`src/rtl/z80_wb_timer_resp.sv`:
```
// z80_wb_timer_resp
//
// Wishbone responder for the Z80 core's external bus. It implements a
// programmable interval timer with its interrupt. The timer occupies an
// 8-port I/O window at BASE. The responder also answers the
// interrupt-acknowledge cycle by returning the vector byte.
//
// Ports
//   wb_clk_i   in   1   clock
//   wb_rst_i   in   1   synchronous active-high reset
//   wb_adr_i   in  16   address; only [7:0] decoded ([2:0] = register offset)
//   wb_dat_i   in   8   write data
//   wb_we_i    in   1   write enable
//   wb_cyc_i   in   1   cycle valid
//   wb_stb_i   in   1   strobe
//   wb_tga_i   in   2   cycle tag (memory / I/O / int-ack)
//   wb_dat_o   out  8   read data, 8'h00 whenever wb_ack_o is low
//   wb_ack_o   out  1   single-cycle registered acknowledge
//   int_req_o  out  1   level interrupt request (pending & IE)
//
// Register map (offset = wb_adr_i[2:0])
//   0 CTRL   R/W  bit0 EN, bit1 AUTO, bit2 IE
//   1 RLD_LO R/W  2 RLD_HI R/W
//   3 VECTOR R/W  byte returned on int-ack
//   4 STATUS      read bit0 = pending, write bit0=1 clears pending
//   5 CNT_LO RO   reading also snapshots count[15:8]
//   6 CNT_HI RO   snapshot from the last CNT_LO read
//   7 reserved    reads 0, writes ignored

module z80_wb_timer_resp #(
    parameter logic [7:0] BASE        = 8'h40,
    parameter int         WAIT_STATES = 0,
    parameter int         PRESCALE    = 16,
    parameter logic [1:0] TAG_IO      = 2'b01,
    parameter logic [1:0] TAG_INTA    = 2'b10
) (
    input  logic        wb_clk_i,
    input  logic        wb_rst_i,
    input  logic [15:0] wb_adr_i,
    input  logic [7:0]  wb_dat_i,
    input  logic        wb_we_i,
    input  logic        wb_cyc_i,
    input  logic        wb_stb_i,
    input  logic [1:0]  wb_tga_i,
    output logic [7:0]  wb_dat_o,
    output logic        wb_ack_o,
    output logic        int_req_o
);

    localparam int              PW         = (PRESCALE > 1) ? $clog2(PRESCALE) : 1;
    localparam logic [PW-1:0]   PRESC_LAST = PW'(PRESCALE - 1);
    localparam logic [3:0]      WAIT_INIT  = 4'(WAIT_STATES);

    typedef enum logic [1:0] {
        ST_IDLE,
        ST_WAIT,
        ST_ACK
    } state_t;

    state_t      state, state_next;
    logic [3:0]  wait_cnt, wait_cnt_next;

    logic        sel;
    logic        commit;
    logic        is_inta;
    logic        is_io_wr;
    logic        is_io_rd;
    logic [2:0]  off;
    logic [7:0]  rd_mux;
    logic [7:0]  ack_data;

    logic [2:0]  ctrl;
    logic [15:0] reload;
    logic [7:0]  vector;
    logic        pending;
    logic [15:0] count;
    logic [PW-1:0] presc;
    logic [7:0]  cnt_hi_snap;

    logic        tick;
    logic        expire;
    logic        pend_clr;

    // Upper address byte is not part of the I/O decode.
    logic        unused_adr;
    assign unused_adr = ^wb_adr_i[15:8];

    assign off = wb_adr_i[2:0];
    assign sel = wb_cyc_i & wb_stb_i &
                 (((wb_tga_i == TAG_IO) & (wb_adr_i[7:3] == BASE[7:3])) |
                  (wb_tga_i == TAG_INTA));

    // Handshake next-state. The commit strobe marks the edge that raises
    // wb_ack_o; all register side effects are qualified by it, so an aborted
    // or ignored cycle never touches state. In WAIT the full select is
    // re-checked, so a dropped strobe or cycle returns to IDLE silently.
    always_comb begin
        state_next    = state;
        wait_cnt_next = wait_cnt;
        commit        = 1'b0;
        case (state)
            ST_IDLE: begin
                if (sel) begin
                    if (WAIT_INIT == 4'd0) begin
                        state_next = ST_ACK;
                        commit     = 1'b1;
                    end else begin
                        state_next    = ST_WAIT;
                        wait_cnt_next = WAIT_INIT;
                    end
                end
            end
            ST_WAIT: begin
                if (!sel) begin
                    state_next    = ST_IDLE;
                    wait_cnt_next = 4'd0;
                end else if (wait_cnt == 4'd1) begin
                    state_next    = ST_ACK;
                    wait_cnt_next = 4'd0;
                    commit        = 1'b1;
                end else begin
                    wait_cnt_next = wait_cnt - 4'd1;
                end
            end
            ST_ACK: begin
                state_next = ST_IDLE;
            end
            default: begin
                state_next    = ST_IDLE;
                wait_cnt_next = 4'd0;
            end
        endcase
    end

    assign is_inta  = commit & (wb_tga_i == TAG_INTA);
    assign is_io_wr = commit & (wb_tga_i == TAG_IO) & wb_we_i;
    assign is_io_rd = commit & (wb_tga_i == TAG_IO) & ~wb_we_i;

    // Read mux sees pre-edge register values.
    always_comb begin
        rd_mux = 8'h00;
        case (off)
            3'd0:    rd_mux = {5'b00000, ctrl};
            3'd1:    rd_mux = reload[7:0];
            3'd2:    rd_mux = reload[15:8];
            3'd3:    rd_mux = vector;
            3'd4:    rd_mux = {7'b0000000, pending};
            3'd5:    rd_mux = count[7:0];
            3'd6:    rd_mux = cnt_hi_snap;
            default: rd_mux = 8'h00;
        endcase
    end

    always_comb begin
        ack_data = 8'h00;
        if (is_inta) begin
            ack_data = vector;
        end else if (is_io_rd) begin
            ack_data = rd_mux;
        end
    end

    // Timer set of pending wins over any clear on the same edge.
    assign tick     = ctrl[0] & (presc == PRESC_LAST);
    assign expire   = tick & (count == 16'h0000);
    assign pend_clr = (is_io_wr & (off == 3'd4) & wb_dat_i[0]) | is_inta;

    assign int_req_o = pending & ctrl[2];

    // ---- handshake stage: state, wait counter, registered ack/data ----
    always_ff @(posedge wb_clk_i) begin
        if (wb_rst_i) begin
            state    <= ST_IDLE;
            wait_cnt <= 4'd0;
            wb_ack_o <= 1'b0;
            wb_dat_o <= 8'h00;
        end else begin
            state    <= state_next;
            wait_cnt <= wait_cnt_next;
            wb_ack_o <= commit;
            wb_dat_o <= ack_data;
        end
    end

    // ---- register / timer stage ----
    // Bus writes are placed after the timer update so a CTRL write overrides
    // the timer's own EN clear on a coinciding expiry.
    always_ff @(posedge wb_clk_i) begin
        if (wb_rst_i) begin
            ctrl        <= 3'b000;
            reload      <= 16'h0000;
            vector      <= 8'hFF;
            pending     <= 1'b0;
            count       <= 16'h0000;
            presc       <= '0;
            cnt_hi_snap <= 8'h00;
        end else begin
            if (tick) begin
                presc <= '0;
                if (count == 16'h0000) begin
                    if (ctrl[1]) begin
                        count <= reload;
                    end else begin
                        ctrl[0] <= 1'b0;
                    end
                end else begin
                    count <= count - 16'd1;
                end
            end else if (ctrl[0]) begin
                presc <= presc + PW'(1);
            end

            if (expire) begin
                pending <= 1'b1;
            end else if (pend_clr) begin
                pending <= 1'b0;
            end

            if (is_io_wr) begin
                case (off)
                    3'd0: begin
                        ctrl <= wb_dat_i[2:0];
                        // EN rising restarts the period from the reload value.
                        if (wb_dat_i[0] && !ctrl[0]) begin
                            count <= reload;
                            presc <= '0;
                        end
                    end
                    3'd1:    reload[7:0]  <= wb_dat_i;
                    3'd2:    reload[15:8] <= wb_dat_i;
                    3'd3:    vector       <= wb_dat_i;
                    default: ;
                endcase
            end

            if (is_io_rd && (off == 3'd5)) begin
                cnt_hi_snap <= count[15:8];
            end
        end
    end

endmodule

```
`config.mk`:
```
export PLATFORM = sky130hd
export DESIGN_NAME = z80_wb_timer_resp
export DESIGN_NICKNAME = d
export VERILOG_FILES = /design/src/rtl/z80_wb_timer_resp.sv
export SDC_FILE = /design/constraint.sdc
export NUM_CORES = 1
export LEC_CHECK = 0
export ABC_CLOCK_PERIOD_IN_PS = 2250
export BUFFER_PORTS_ARGS = -buffer_cell sky130_fd_sc_hd__buf_4
export CORE_MARGIN = 1
export CORE_UTILIZATION = 59
export CTS_CLUSTER_DIAMETER = 60
export DETAILED_ROUTE_END_ITERATION = 8
export PLACE_DENSITY = 0.76
export SLEW_MARGIN = 10
export SYNTH_ARGS = -nofsm -noshare
export SYNTH_HDL_FRONTEND = slang
export SYNTH_SLANG_ARGS = --single-unit
```
`constraint.sdc`:
```
create_clock -name wb_clk_i -period 2.25 [get_ports wb_clk_i]
set_input_delay 0.3375 -clock wb_clk_i [delete_from_list [all_inputs] [get_ports wb_clk_i]]
set_output_delay 0.3375 -clock wb_clk_i [all_outputs]
set_load 0.01 [all_outputs]
```
* After elaboration in Yosys (flattened, before gate mapping)
Index checks and enable logic that the tools add are counted.
** Storage, ports and cells
- Register bits after elaboration :: 71
- Bits of input ports :: 31
** Operators by class
- Add/sub/neg operators :: 3
- Equality and inequality tests :: 15
- Mux-type cells :: 32
- Bitwise gates (word level) :: 15
- Reduce and logical (&&, ||, !) cells :: 13
** Operators with widths (count)
- 2-to-1 mux 16 bit :: 6
- one-hot mux 8 bit (7 select lines) :: 1
- 2-to-1 mux 4 bit :: 7
- zero test 16 bit :: 1
- 2-to-1 mux 8 bit :: 2
- subtractor 16 x 1 -> 16 bit (second input constant) :: 1
- AND 1 bit :: 12
- 2-to-1 mux 1 bit :: 10
- AND reduction 2 bit :: 5
- == test 3 bit (second input constant) :: 3
- one-hot mux 4 bit (2 select lines) :: 1
- == test 3 x 2 -> 1 bit (second input constant) :: 2
- 2-to-1 mux 2 bit :: 3
- == test 5 x 4 -> 1 bit (second input constant) :: 1
- adder 4 x 1 -> 4 bit (second input constant) :: 1
- == test 2 x 1 -> 1 bit (second input constant) :: 2
- == test 2 bit (second input constant) :: 2
- == test 4 x 1 -> 1 bit (second input constant) :: 1
- == test 4 bit (second input constant) :: 1
- one-hot mux 2 bit (2 select lines) :: 1
- subtractor 4 x 1 -> 4 bit (second input constant) :: 1
- == test 3 x 1 -> 1 bit (second input constant) :: 1
- zero test 3 bit :: 1
- != test 3 bit (second input constant) :: 1
- 9 further kinds :: 11

* Depth between registers and ports, before layout
Gate-level depths: netlist of the first run.
- Depth after elaboration :: 13
- Mapped depth :: 9
- Mapped depth without buffers :: 7

* Least setup slack after synthesis of the first run
No wires, ideal clock.
- Kind :: register -> register
- Start point :: register count[0]
- End point :: register count[4]
- Library setup time :: 0.133 ns
- Arrival time :: 1.923 ns
- Data required time :: 2.117 ns
- Path slack :: 0.194 ns
- Cell stages (with the launch flop) :: 9
- Path buffers :: 1
- Cells stage by stage :: dfxtp_1 clkbuf_1 inv_1 ha_1 nor4b_2 and4_2 mux2_2 a221oi_1 nor3_1
** Between the ends
- Longest elaborated chain between the ends :: 6
- Elaborated cells between the ends (all ways) :: 7
- Classes of those cells :: add/sub: 1; mux: 5; reduce/logical: 1
** Ends and longest elaborated chain
- start, declared :: RTL line 76 : logic [15:0] count;
- start signal, assigned :: RTL line 202 : count <= reload;
- start signal, assigned :: RTL line 207 : count <= count - 16'd1;
- start signal, assigned :: RTL line 225 : count <= reload;
- subtractor 16 x 1 -> 16 bit / zero test 16 bit (equally long branches) :: RTL line 207, 200
- 2-to-1 mux 16 bit * :: RTL line 200 : if (count == 16'h0000) begin
- 2-to-1 mux 16 bit * :: RTL line 198 : if (tick) begin
- 2-to-1 mux 16 bit :: RTL line 224 : if (wb_dat_i[0] && !ctrl[0]) begin
- 2-to-1 mux 16 bit :: RTL line 220 : case (off)
- 2-to-1 mux 16 bit * :: RTL line 219 : if (is_io_wr) begin
Every way passes the cells marked *; elsewhere a longest branch is shown, timed or not.
A chain may end at the register's enable or synchronous reset.

* Final worst setup path of the first run
Ends and elaborated chain as after synthesis.

==> flow_summary.json, run 1 <==
{
  "cts_tree": "done",
  "slowest_delay_ns": 0.37,
  "synth.top_cell.area_share": 0.359,
  "whs_ns": 0.222,
  "final.setup.tns_ns": 0,
  "ys_ff_latch": 66,
  "setup_ws_ns": 0.174,
  "clk_latency_ns": 0.35,
  "syn_inst": 421,
  "crit_type": "flop to flop",
  "fp-row-count": 28,
  "final_nets": 500,
  "drt-met1-wl_mm": 4.26,
  "finalMaxSlewViolations": 0,
  "cts_resized": 0,
  "synth_commonest_cells": "66 x dfxtp_1, 57 x nor2_1, 41 x mux2i_1",
  "synth_edf_count": 0,
  "r2r_start": "count[0]$_SDFF_PP0_",
  "drive_gt1_frac": 0.238,
  "worstMarginPinSlew_ns": 0.533,
  "async_flop_share": 0,
  "postCtsSetupBuffers": 0,
  "postSynthNetCount": 455,
  "route.met2.wl_mm": 4.85,
  "clkSinkCount": 66,
  "diodes": 0,
  "hold_viol": 0,
  "synth_cell_types": 67,
  "grt_pass1_wl_mm": 16.3,
  "placed_cell_area_um2": 4110,
  "overflow": 0,
  "crit_family": "simple AND/OR/NAND/NOR gates",
  "ant_nets": 0,
  "place_ws_ns": 0.185,
  "cp-end-kind": "flop",
  "cpMaxStageDelayCell": "and4_2",
  "synthFlopType": "dfxtp_1",
  "ctsHoldBuffers": 0,
  "netlist_area_um2": 3680,
  "grt_max_degree": 31,
  "period_share": 0.923,
  "first_global_vias": 3258,
  "min_from": "wb_dat_i[6]",
  "slew_headroom": 0.645,
  "synth_top_area_cell": "dfxtp_1",
  "top_layer": "met4",
  "cp_max_fo": 5,
  "crit_path_start": "count[0]$_SDFF_PP0_",
  "track_usage": 0.334,
  "die-height_um": 81.0,
  "final-setup-viol-count": 0,
  "path_clk_slew_ns": 0.08,
  "cp.arrival_ns": 2.31,
  "p_per_area_nw_per_um2": 590,
  "avgViaCountPerCell": 6.50,
  "hold_path.class": "primary input to flop",
  "ir_drop_uv": 493,
  "ys_warn_count": 0,
  "avgSynthCellArea_um2": 8.75,
  "layout_min_cycle_time_ns": 2.08,
  "core_um2": 5960,
  "clockRootBuffer": "clkbuf_8",
  "wl_met3_um": 817,
  "cts_max_path_buffers": 2,
  "antenna_found_initial": 0,
  "dr.pass1.iters": 5,
  "fmax_ghz": 0.482,
  "ys_top_cells_by_area": "dfxtp_1 36%, mux2i_1 11%, nor2_1 5.8%, a21oi_1 3.8%, nand2_1 3.5%",
  "io_buffer_count": 32,
  "ios": 41,
  "htree_levels": 3,
  "drv_cap": 0,
  "fin_total_pwr_w": 0.00257,
  "wirelength_mm": 10.3,
  "final_area_um2": 4370,
  "rsz0062_at_grt": "no",
  "outcome": "finished, final reports clean",
  "dieWidth_um": 81.0,
  "crit_path_cell_trace": "inv_1 -> ha_1 -> nor4b_2 -> and4_2 -> mux2_2 -> a221oi_1 -> nor3_1",
  "path_buf_inv": 1,
  "area_delta_synth_final_pct": 18.5,
  "start_kind": "flop",
  "cts_buffers": 9,
  "synth_seq_area_share": 0.359,
  "routabilityCongestion": 0.925,
  "start_util": 0.618,
  "dp_hpwl_mm": 7.35,
  "route.vias.total": 3547,
  "post-route-drc-count": 0,
  "dieArea_um2": 6560,
  "wire_per_inst_um": 18.9,
  "cp.required_ns": 2.48,
  "fin_skew_ns": 0.0105,
  "initialDrtViolationCount": 302,
  "yosysMostFrequentCell": "dfxtp_1",
  "p_leak_nw": 1.70
}
## per-layer routing
metal,track usage,vias to the layer above
met5,0,-
met4,0.164,0
met3,0.0618,36
met2,0.537,183
met1,0.430,1692
li1,-,1636
## state kept, by name, indices dropped and copies added (netlist names)
name,flops
vector,8
presc,4
ctrl,3
reload,16
cnt_hi_snap,8
state,1
count,16
wb_dat_o,8
pending,1
wb_ack_o,1
## final timing paths
path	end	slack, ns	cells after the start
min reg2reg	wb_dat_o[6]$_SDFF_PP0_	0.48	2
max	count[4]$_SDFF_PP0_	0.17	7
max reg2reg	count[4]$_SDFF_PP0_	0.17	7
min	vector[6]$_SDFFE_PP1P_	0.22	3
## placed cells by master, fill, tap and decap left out, types with 3 or more instances in the layout
cell | netlist | final
nand4_2 | 3 | 3
nand3_1 | 11 | 11
nor2_1 | 57 | 57
o21ai_0 | 12 | 12
mux2i_1 | 41 | 41
a211o_1 | 3 | 3
a31oi_1 | 6 | 6
nand2_1 | 34 | 34
mux2_2 | 6 | 6
dfxtp_1 | 66 | 66
ha_1 | 3 | 3
a21oi_1 | 28 | 28
and3_1 | 4 | 4
nor4_1 | 5 | 5
nor3_1 | 14 | 14
bufinv_16 | 0 | 3
a2bb2oi_1 | 5 | 5
buf_4 | 3 | 64
o2bb2ai_1 | 5 | 5
inv_1 | 7 | 7
and2_1 | 3 | 3
a22oi_1 | 4 | 4
o21ai_1 | 3 | 3
nor2b_1 | 4 | 4
a221oi_1 | 3 | 3
a311oi_1 | 4 | 4
a211oi_1 | 5 | 5
nand4_1 | 3 | 3
clkbuf_8 | 0 | 10
a21o_1 | 3 | 3
## power breakdown
group          internal [W]  switching, W  leakage [nW]  total (W)
logic             0.0000611     0.0000854          1.05   0.000146
registers           0.00117   0.000000854         0.532    0.00117
clock network      0.000768      0.000488         0.119    0.00126
## through the flow
step	utilization	std cells
2_1_floorplan	-	421
3_3_place_gp	0.691	530
3_5_place_dp	0.691	530
4_1_cts	0.733	546
5_1_grt	0.733	546
6_report	0.733	546
## worst min-delay path, stage by stage
cell	delay, ns
buf_4	0.09
mux2i_1	0.06
nand2_1	0.06
## cells by family (layout without fill, tap and decap cells)
logic type | Yosys count | count (layout) | share of synthesized area
compound gates | 98 | 98 | 0.182
xor+xnor | 3 | 3 | 0.00713
fa+ha+maj | 3 | 3 | 0.0102
buf+inv | 38 | 88 | 0.0516
flops | 66 | 66 | 0.359
mux | 49 | 49 | 0.142
simple gates | 164 | 164 | 0.248
## cell type report
cell class,count,area [µm²]
clock inverters,6,114
well taps,75,93.8
inverters,7,26.3
flip-flops and latches,66,1320
clock buffers,10,138
multi-input cells,317,2170
fillers,490,1590
repair buffers,65,500
Note: power is estimated with default switching activity, not from simulation.
==> inputs of run 2 (changes only) <==
--- a/config.mk
+++ b/config.mk
@@ -14,3 +14,4 @@
 export PLACE_DENSITY = 0.76
-export SLEW_MARGIN = 10
+export SETUP_SLACK_MARGIN = 0.15
+export SLEW_MARGIN = 20
 export SYNTH_ARGS = -nofsm -noshare
==> constraint.sdc (replaced) <==
create_clock -name wb_clk_i -period 2.25 [get_ports wb_clk_i]
set_input_delay 0.225 -clock wb_clk_i [delete_from_list [all_inputs] [get_ports wb_clk_i]]
set_output_delay 0.225 -clock wb_clk_i [all_outputs]
set_load 0.01 [all_outputs]
==> flow_summary.json, run 2 (synthesis gave the netlist of run 1 again) <==
{
  "outcome": "finished, final reports clean",
  "dp_hpwl_mm": 7.37,
  "finalMaxSlewViolations": 0,
  "cp-end-kind": "flop",
  "globalRoute.busiestLayer": "met2",
  "clockRootBuffer": "clkbuf_8",
  "hold_path.class": "primary input to flop",
  "combPwrFrac": 0.066,
  "swShare": 0.267,
  "whs_ns": 0.106,
  "p_leak_nw": 1.67,
  "overflow": 0,
  "drive_gt1_frac": 0.237,
  "htree_levels": 3,
  "p_seq_frac": 0.528,
  "dieWidth_um": 81.0,
  "antenna_found_initial": 0,
  "cp.required_ns": 2.48,
  "clkSinkCount": 66,
  "r2r_setup_slack_ns": 0.22,
  "initialDrtViolationCount": 440,
  "worstMarginPinSlew_ns": 0.521,
  "ir_drop_uv": 390,
  "switchingPower_w": 0.000592,
  "grtUsageMet1": 0.434,
  "final_nets": 498,
  "io_buffer_count": 32,
  "clk_latency_ns": 0.36,
  "p_int_w": 0.00162,
  "route.vias.total": 3581,
  "avgViaCountPerCell": 6.58,
  "cts_tree": "done",
  "wire_per_inst_um": 19.6,
  "final.setup.tns_ns": 0,
  "start_util": 0.618,
  "start_kind": "flop",
  "crit_type": "flop to flop",
  "fillers": 492,
  "dieArea_um2": 6560,
  "die-height_um": 81.0,
  "routabilityCongestion": 0.901,
  "dr.pass1.iters": 5,
  "cp.arrival_ns": 2.26,
  "grt_use_met2": 0.545,
  "post-route-drc-count": 0,
  "final_cell_mix": "66 x dfxtp_1, 63 x buf_4, 57 x nor2_1",
  "ant_nets": 0,
  "area_delta_synth_final_pct": 16.0,
  "cts_buffers": 9,
  "fmax_ghz": 0.493,
  "hold_viol": 0,
  "met3_usage": 0.0798,
  "core_um2": 5960,
  "grt_pass1_wl_mm": 16.2,
  "ios": 41,
  "period_share": 0.902,
  "top_regs": "count: 16 flops, reload: 16 flops",
  "slew_headroom": 0.652,
  "p_per_area_nw_per_um2": 519,
  "final_common_cell": "dfxtp_1",
  "fp-row-count": 28,
  "diodes": 0,
  "grt_max_degree": 34,
  "rsz0062_at_grt": "yes",
  "cp_max_fo": 10,
  "layout_min_cycle_time_ns": 2.03,
  "wirelength_mm": 10.7,
  "cts_max_path_buffers": 2,
  "final-setup-viol-count": 0,
  "path_clk_slew_ns": 0.08,
  "track_usage": 0.333,
  "drv_cap": 0,
  "first_global_vias": 3246,
  "pwr-share-clk": 0.406,
  "fin_skew_ns": 0.00839
}
[run 2: per-layer routing]
layer,vias to the layer above,wire length (µm)
met5,-,0
met4,0,297
met3,35,753
met2,180,5120
met1,1728,4500
li1,1638,-
[run 2: path summary, 6_finish.rpt]
kind,endpoint,cells past startpoint,from
worst max-delay path,count[13]$_SDFF_PP0_,5,ctrl[0]$_SDFF_PP0_
worst min-delay path,vector[6]$_SDFFE_PP1P_,3,wb_dat_i[6]
worst max register to register,count[13]$_SDFF_PP0_,5,ctrl[0]$_SDFF_PP0_
worst min register to register,wb_dat_o[1]$_SDFF_PP0_,2,vector[1]$_SDFFE_PP1P_
[run 2: power groups by stage]
stage	Clock (W)	Sequential, W	Combinational [W]
finish	0.000900	0.00117	0.000146
global route	0.000955	0.00117	0.000155
CTS	0.000896	0.00117	0.000143
global placement	0	0.00120	0.000141
floorplan	0	0.00120	0.0000749
detailed placement	0	0.00120	0.000142
[run 2: timing repair]
item,4_1_cts,5_1_grt
resized for setup,0,3
pin swaps,1,0
hold endpoints to repair,0,0
hold buffers,0,0
setup endpoints to repair,1,5
buffers inserted,1,1
[run 2: through the flow]
stage          setup WS, ns  instances   util  power [W]  area [µm²]
4_1_cts               0.183        543  0.713    0.00221        4250
3_3_place_gp          0.221        526  0.684    0.00134        4070
2_1_floorplan         0.194        421      -    0.00127        3680
6_report              0.222        544  0.717    0.00222        4270
5_1_grt               0.121        544  0.717    0.00228        4270
3_5_place_dp          0.157        526  0.684    0.00134        4070
[run 2: final cells by class]
class | count | area [µm²] | share of cell area
Multi-Input combinational cell | 317 | 2190 | 0.512
Clock inverter | 7 | 46.3 | 0.0108
Timing Repair Buffer | 63 | 473 | 0.111
Sequential cell | 66 | 1320 | 0.309
Tap cell | 75 | 93.8 | 0.0220
Inverter | 7 | 26.3 | 0.00615
Clock buffer | 9 | 124 | 0.0290
[run 2: worst max-delay path: stages (launching register included)]
cell and delay [ns]:
dfxtp_1 0.61, and4_1 0.50, and2_1 0.28, a22oi_1 0.19, o2bb2ai_1 0.25, nor3_1 0.07
==> inputs of run 3 (changes only) <==
--- a/config.mk
+++ b/config.mk
@@ -13,3 +13,3 @@
 export DETAILED_ROUTE_END_ITERATION = 8
-export PLACE_DENSITY = 0.76
+export PLACE_DENSITY = 0.89
 export SETUP_SLACK_MARGIN = 0.15
==> constraint.sdc (replaced) <==
create_clock -name wb_clk_i -period 2.25 [get_ports wb_clk_i]
set_input_delay 0.45 -clock wb_clk_i [delete_from_list [all_inputs] [get_ports wb_clk_i]]
set_output_delay 0.45 -clock wb_clk_i [all_outputs]
set_load 0.01 [all_outputs]
==> flow_summary.json, run 3 (synthesis gave the netlist of run 1 again) <==
{
  "outcome": "finished, final reports clean",
  "fillers": 398,
  "drv_cap": 0,
  "p_leak_nw": 1.76,
  "crit_family": "simple AND/OR/NAND/NOR gates",
  "start_util": 0.618,
  "first_global_vias": 3503,
  "grtUsageMet1": 0.431,
  "cp.depth": 6,
  "ir_drop_uv": 465,
  "wirelength_mm": 11.3,
  "final_nets": 510,
  "fp-row-count": 28,
  "overflow": 0,
  "ctsHoldBuffers": 0,
  "antenna_found_initial": 0,
  "dieWidth_um": 81.0,
  "layout_min_cycle_time_ns": 2.01,
  "core_um2": 5960,
  "path_clk_slew_ns": 0.08,
  "crit_path_cell_trace": "nor4_4 -> buf_4 -> and4_2 -> mux2_2 -> a221oi_2 -> nor3_1",
  "track_usage": 0.353,
  "fin_skew_ns": 0.0113,
  "dp_hpwl_mm": 7.75,
  "finalMaxSlewViolations": 0,
  "dr.pass1.iters": 5,
  "final.setup.tns_ns": 0,
  "avgViaCountPerCell": 6.67,
  "fin_util": 0.742,
  "grt_max_degree": 29,
  "routabilityCongestion": 0.947,
  "wire_per_inst_um": 20.3,
  "worstMarginPinSlew_ns": 0.528,
  "cp.required_ns": 2.49,
  "multiInputGateArea_um2": 2210,
  "p_per_area_nw_per_um2": 536,
  "cp_max_fo": 5,
  "grt_pass1_wl_mm": 17.1,
  "start_kind": "flop",
  "final-setup-viol-count": 0,
  "rsz0062_at_grt": "no",
  "whs_ns": 0.327,
  "cpMaxStageDelayCell": "dfxtp_1",
  "final_cell_mix": "75 x buf_4, 66 x dfxtp_1, 57 x nor2_1",
  "globalRoute.busiestLayer": "met2",
  "clockRootBuffer": "clkbuf_8",
  "fmax_ghz": 0.497,
  "hold_path.class": "primary input to flop",
  "diodes": 0,
  "period_share": 0.895,
  "ios": 41,
  "cts_tree": "done",
  "path_buf_inv": 1,
  "cts_buffers": 9,
  "initialDrtViolationCount": 444,
  "die-height_um": 81.0,
  "dieArea_um2": 6560,
  "cts_max_path_buffers": 2,
  "post-route-drc-count": 0,
  "area_delta_synth_final_pct": 20.0,
  "met3_usage": 0.104,
  "hold_viol": 0,
  "ant_nets": 0,
  "cp-end-kind": "flop",
  "slowest_delay_ns": 0.37,
  "cp.arrival_ns": 2.25,
  "crit_type": "flop to flop",
  "clk_latency_ns": 0.36,
  "final_common_cell": "buf_4",
  "clkSinkCount": 66,
  "route.vias.total": 3706,
  "hold_depth": 3,
  "htree_levels": 3,
  "drive_gt1_frac": 0.264,
  "register_area_um2": 1320,
  "slew_headroom": 0.647,
  "io_buffer_count": 32,
  "reg2regPathDepth": 6,
  "grt_use_met2": 0.562,
  "top_regs": "count: 16 flops, reload: 16 flops"
}
[run 3: cell types whose count changed in the layout (fill, tap and decap cells not counted), moves of 2 or more]
cell	previous run	this run
and4_2	0	2
buf_4	63	75
clkinv_4	1	3
clkinvlp_4	3	0
[run 3: worst paths after layout]
kind,start,to,slack [ns]
max,count[8]$_SDFF_PP0_,count[4]$_SDFF_PP0_,0.24
min reg2reg,vector[2]$_SDFFE_PP1P_,wb_dat_o[2]$_SDFF_PP0_,0.49
min,wb_dat_i[5],vector[5]$_SDFFE_PP1P_,0.33
max reg2reg,count[8]$_SDFF_PP0_,count[4]$_SDFF_PP0_,0.24
[run 3: worst reg2reg max path: stages, from the launching register on]
cell and delay (ns):
dfxtp_1 0.37, nor4_4 0.37, buf_4 0.20, and4_2 0.25, mux2_2 0.36, a221oi_2 0.26
nor3_1 0.08
[run 3: repair_timing]
action | CTS | global route
resized for setup | 0 | 7
endpoints found under the setup margin | 0 | 13
setup buffers | 0 | 5
[run 3: final cells by class]
class                   count  share of cell area
inverters                   7             0.00594
clock inverters             6              0.0150
repair buffers             75               0.127
clock buffers              10              0.0311
multi-input cells         317               0.500
well taps                  75              0.0212
flip-flops and latches     66               0.299
[run 3: stage by stage]
| stage | worst slack (ns) | instance area [µm²] | std cells | total power (W) |
|---|---|---|---|---|
| 6_report | 0.237 | 4420 | 556 | 0.00237 |
| 2_1_floorplan | 0.194 | 3680 | 421 | 0.00127 |
| 5_1_grt | 0.102 | 4420 | 556 | 0.00240 |
| 4_1_cts | 0.195 | 4340 | 551 | 0.00235 |
| 3_3_place_gp | 0.164 | 4140 | 535 | 0.00134 |
| 3_5_place_dp | 0.0750 | 4140 | 535 | 0.00134 |
[run 3: report_power, final]
group	internal, W	switching, W
clock	0.000543	0.000503
combinational	0.0000634	0.0000886
sequential	0.00117	0.000000875
total	0.00178	0.000593
[run 3: metal layers]
metal / share of wire / vias to the layer above
met5: 0 / -
met4: 0.045 / 0
met3: 0.11 / 68
met2: 0.47 / 269
met1: 0.38 / 1708
li1: - / 1661
